$ cat config.mk
export PLATFORM = sky130hd
export DESIGN_NAME = enc_vec_scan
export DESIGN_NICKNAME = d
export VERILOG_FILES = /design/src/rtl/enc_pkg.sv /design/src/rtl/prio_enc_lsb.sv /design/src/rtl/enc_vec_scan.sv
export SDC_FILE = /design/constraint.sdc
export NUM_CORES = 1
export LEC_CHECK = 0
export ABC_AREA = 1
export CELL_PAD_IN_SITES_DETAIL_PLACEMENT = 2
export CELL_PAD_IN_SITES_GLOBAL_PLACEMENT = 2
export CORE_ASPECT_RATIO = 1.25
export CORE_MARGIN = 4
export CORE_UTILIZATION = 32
export CTS_BUF_LIST = sky130_fd_sc_hd__clkbuf_4 sky130_fd_sc_hd__clkbuf_8
export DETAILED_ROUTE_END_ITERATION = 10
export PLACE_DENSITY = 0.88
export SKIP_CTS_REPAIR_TIMING = 1
export SLEW_MARGIN = 20
export SYNTH_ARGS = -nofsm -noshare
export SYNTH_HDL_FRONTEND = slang
export SYNTH_SLANG_ARGS = --single-unit
$ cat constraint.sdc
create_clock -name clk -period 4.26 [get_ports clk]
set_input_delay 0.852 -clock clk [delete_from_list [all_inputs] [get_ports clk]]
set_output_delay 0.852 -clock clk [all_outputs]
set_load 0.005 [all_outputs]
$ cat src/rtl/enc_pkg.sv
// Shared types and defaults for the multi-hot-to-binary scan encoder.
package enc_pkg;
  typedef enum logic {S_IDLE, S_SCAN} enc_state_t;
  localparam int ENC_N_DEFAULT = 32;
endpackage

$ cat src/rtl/prio_enc_lsb.sv
// Combinational lowest-set-bit encoder, built as a tree of 2-bit leaves.
module prio_enc_lsb #(
  parameter int N = 32,
  localparam int W = $clog2(N)
) (
  input  logic [N-1:0] vec,
  output logic [W-1:0] idx,
  output logic         any
);
  if (N == 2) begin : g_leaf
    assign any = |vec;
    assign idx = ~vec[0];
  end else begin : g_node
    logic [W-2:0] idx_lo, idx_hi;
    logic         any_lo, any_hi;

    prio_enc_lsb #(.N(N/2)) u_lo (
      .vec (vec[N/2-1:0]),
      .idx (idx_lo),
      .any (any_lo)
    );

    prio_enc_lsb #(.N(N/2)) u_hi (
      .vec (vec[N-1:N/2]),
      .idx (idx_hi),
      .any (any_hi)
    );

    // The lower half wins whenever it has any bit set.
    assign any = any_lo | any_hi;
    assign idx = any_lo ? {1'b0, idx_lo} : {1'b1, idx_hi};
  end
endmodule

$ cat src/rtl/enc_vec_scan.sv
// Accepts a multi-hot vector and streams the index of each set bit, lowest first.
module enc_vec_scan
  import enc_pkg::*;
#(
  parameter int N = ENC_N_DEFAULT,
  localparam int W = $clog2(N)
) (
  input  logic         clk,
  input  logic         reset_n,
  input  logic         in_valid,
  output logic         in_ready,
  input  logic [N-1:0] in_vec,
  output logic         out_valid,
  input  logic         out_ready,
  output logic [W-1:0] out_idx,
  output logic         out_last
);
  localparam logic [N-1:0] ONE = {{(N-1){1'b0}}, 1'b1};

  enc_state_t   state_q, state_d;
  logic [N-1:0] pend_q, pend_d;
  logic         rdy_q;
  logic [W-1:0] enc_idx;
  logic         enc_any;
  logic         one_hot;
  logic         in_fire, out_fire;

  prio_enc_lsb #(.N(N)) u_enc (
    .vec (pend_q),
    .idx (enc_idx),
    .any (enc_any)
  );

  // Outputs depend only on registered state, so in_* and out_ready never reach out_*.
  assign one_hot   = (pend_q & (pend_q - ONE)) == '0;
  assign in_ready  = (state_q == S_IDLE) && rdy_q;
  assign out_valid = (state_q == S_SCAN) && enc_any;
  assign out_idx   = out_valid ? enc_idx : '0;
  assign out_last  = out_valid && one_hot;
  assign in_fire   = in_valid && in_ready;
  assign out_fire  = out_valid && out_ready;

  always_comb begin
    state_d = state_q;
    pend_d  = pend_q;
    if (state_q == S_IDLE) begin
      // A zero vector is consumed without leaving idle.
      if (in_fire && (in_vec != '0)) begin
        pend_d  = in_vec;
        state_d = S_SCAN;
      end
    end else if (out_fire) begin
      pend_d[enc_idx] = 1'b0;
      if (out_last) begin
        state_d = S_IDLE;
      end
    end
  end

  always_ff @(posedge clk or negedge reset_n) begin
    if (!reset_n) begin
      state_q <= S_IDLE;
      pend_q  <= '0;
      rdy_q   <= 1'b0;
    end else begin
      state_q <= state_d;
      pend_q  <= pend_d;
      rdy_q   <= 1'b1;
    end
  end
endmodule
==> results of run 1 <==
-- Yosys cell counts, drive strengths merged --
cell type,number,area share
nor4,9,0.020
dfrtp,34,0.30
o211ai,2,0.0070
clkbuf,9,0.012
o31ai,3,0.0078
nand4,4,0.0087
o2111ai,1,0.0031
conb,1,0.0013
nor3,1,0.0017
nand3b,2,0.0052
a2111oi,1,0.0031
and3,1,0.0022
nor2,85,0.14
a211oi,4,0.010
o221ai,1,0.0031
buf,6,0.020
nand3,46,0.080
o21ai,39,0.071
inv,27,0.037
clkinv,1,0.0031
o21bai,1,0.0026
a21oi,10,0.021
nand2,178,0.25
-- area by class of cell --
class	count	area share
Inverter	28	0.03322
Multi-Input combinational cell	389	0.5233
Timing Repair Buffer	46	0.1307
Clock buffer	6	0.02384
Sequential cell	34	0.2456
Tap cell	120	0.04334
-- cell families after synthesis --
logic type	after synthesis	synth area share
AND/OR/NAND/NOR	326	0.5015
other	1	0.001307
buffers and inverters	43	0.07152
AO/OA/AOI/OAI	62	0.1291
flip-flops	34	0.2966
-- critical path: stages (launching register included) --
cell and delay (ps):
dfrtp_1 420, nor2_4 270, nand2_8 120, nor2_1 310
nand2_1 120, nor2_1 180, nor2_1 110, nor2_1 140
nand3_1 90, nor2_1 100, nand3_1 90, nor2_1 100
clkdlybuf4s50_1 510
-- layer usage --
layer	share of wire	vias up
met3	0.028	21
met5	0	-
met1	0.41	1698
li1	-	1598
met4	0.027	0
met2	0.54	58
-- path summary, 6_finish.rpt --
| kind | startpoint | end | slack (ps) | depth (start not counted) |
|---|---|---|---|---|
| worst min-delay path | pend_q[15] | pend_q[15] | 590 | 2 |
| max in group asynchronous | reset_n | pend_q[2] | 2930 | 2 |
| worst min register to register | pend_q[15] | pend_q[15] | 590 | 2 |
| worst max-delay path | pend_q[1] | out_last | 560 | 12 |
| worst max register to register | pend_q[5] | pend_q[14] | 1830 | 12 |
| min in group asynchronous | reset_n | pend_q[17] | 990 | 2 |
-- stage by stage --
| step | total power [uW] | area (sq um) | std cells | hold slack, ps |
|---|---|---|---|---|
| 2_1_floorplan | 1977 | 2869 | 466 | 494.8 |
| 3_3_place_gp | 2708 | 3382 | 617 | 546.1 |
| 3_5_place_dp | 2772 | 3382 | 617 | 559.8 |
| 4_1_cts | 3056 | 3465 | 623 | 586.6 |
| 5_1_grt | 3341 | 3465 | 623 | 643.8 |
| 6_report | 3047 | 3465 | 623 | 591.5 |
-- power by group --
group | switching [uW] | leakage (uW) | total [uW] | internal (uW)
combinational | 1460 | 0.00118 | 2190 | 732
clock | 124 | 0.0000431 | 249 | 125
sequential | 175 | 0.000448 | 608 | 433
-- registers in the layout, indices dropped and copies added (netlist names) --
name / flops
state_q: 1
rdy_q: 1
pend_q: 32
==> flow_summary.json, run 1 <==
{
  "status": "completed",
  "cts_sinks": 34,
  "slew_violations": 0,
  "num_io_pins": 44,
  "finalCritPeriodShare": 0.8694,
  "clock_skew_ps": 4.226,
  "hold_viol": 0,
  "worstPathArrival_ps": 2850,
  "slew_headroom": 0.5768,
  "ir_drop_mv": 0.5127,
  "drt_iter0_markers": 126,
  "crit_fanout": 8,
  "final_core_util": 0.3982,
  "ys_types": 34,
  "grt_pass1_wl_um": 20150,
  "multi_input_comb_area_sq_um": 1813,
  "vias": 3375,
  "die_x_um": 92.69,
  "drive_above_1_share": 0.07157,
  "grt_usage": 0.2459,
  "gr-max-usage-layer": "met2",
  "ys_ff_latch": 34,
  "setup_viol_count_final": 0,
  "htreeDepth": 2,
  "power_density_nw_per_um2": 879.5,
  "synth_seq_area_share": 0.2966,
  "holdCritPathClass": "flop to flop",
  "rows": 38,
  "syn_to_final_growth_pct": 20.76,
  "drc": 0,
  "met1_usage": 0.2744,
  "path_clk_slew_ps": 70,
  "fp.coreArea_sq_um": 8701,
  "die_y_um": 113.9,
  "final_common_cell": "nand2_1",
  "grt_max_degree": 60,
  "antenna_found_initial": 0,
  "synth_warnings": 0,
  "insertion_delay_ps": 300,
  "cts-root-buf": "clkbuf_8",
  "layout_setup_ws_ps": 556.2,
  "path_class": "flop to output port",
  "numCtsBuffers": 5,
  "leakage_uw": 0.001675,
  "routed_wl_um": 12200,
  "use_met2": 0.4705,
  "postSynthAreaPerCell_sq_um": 6.157,
  "final_cell_mix": "171 x nand2_1, 72 x nor2_1, 46 x nand3_1",
  "die_area_sq_um": 10550,
  "via_per_inst": 5.417,
  "initial_core_util": 0.3297,
  "cp.required_ps": 3410,
  "met3_usage": 0.03562,
  "syn_nets": 502,
  "place_hpwl_um": 9571,
  "tightest_slew_ps": 629.0,
  "min_period_ps": 3704,
  "tns_ps": 0,
  "pre_cts_ws_ps": 856.2,
  "cts_tree": "built",
  "fmax_ghz": 0.2700,
  "drtPass1Iterations": 4,
  "place.gp.congestion": 0.9146,
  "post_drt_wl_per_cell_um": 19.58,
  "grt_setup_unrepaired": "no",
  "final_nets": 540,
  "critical_path.endpoint_type": "output port",
  "nFillCells": 1113,
  "maxCapViolCount": 0,
  "synth_area_sq_um": 2869,
  "overflow": 0,
  "port_buffers": 43,
  "grt_pass1_vias": 3802,
  "cts_buffer_depth": 2,
  "antenna_left": 0,
  "antennaDiodeCount": 0,
  "seq_area_sq_um": 850.8,
  "synthCells": 466,
  "start_kind": "flop"
}
Power figures use the tool's default switching activity.
==> run 2: changes to the inputs <==
--- a/config.mk
+++ b/config.mk
@@ -12,6 +12,7 @@
 export CORE_MARGIN = 4
 export CORE_UTILIZATION = 32
 export CTS_BUF_LIST = sky130_fd_sc_hd__clkbuf_4 sky130_fd_sc_hd__clkbuf_8
+export CTS_CLUSTER_DIAMETER = 30
 export DETAILED_ROUTE_END_ITERATION = 10
 export PLACE_DENSITY = 0.88
 export SKIP_CTS_REPAIR_TIMING = 1
==> results of run 2 <==
No change in the layout: final DEF, timing and power equal those of run 1.
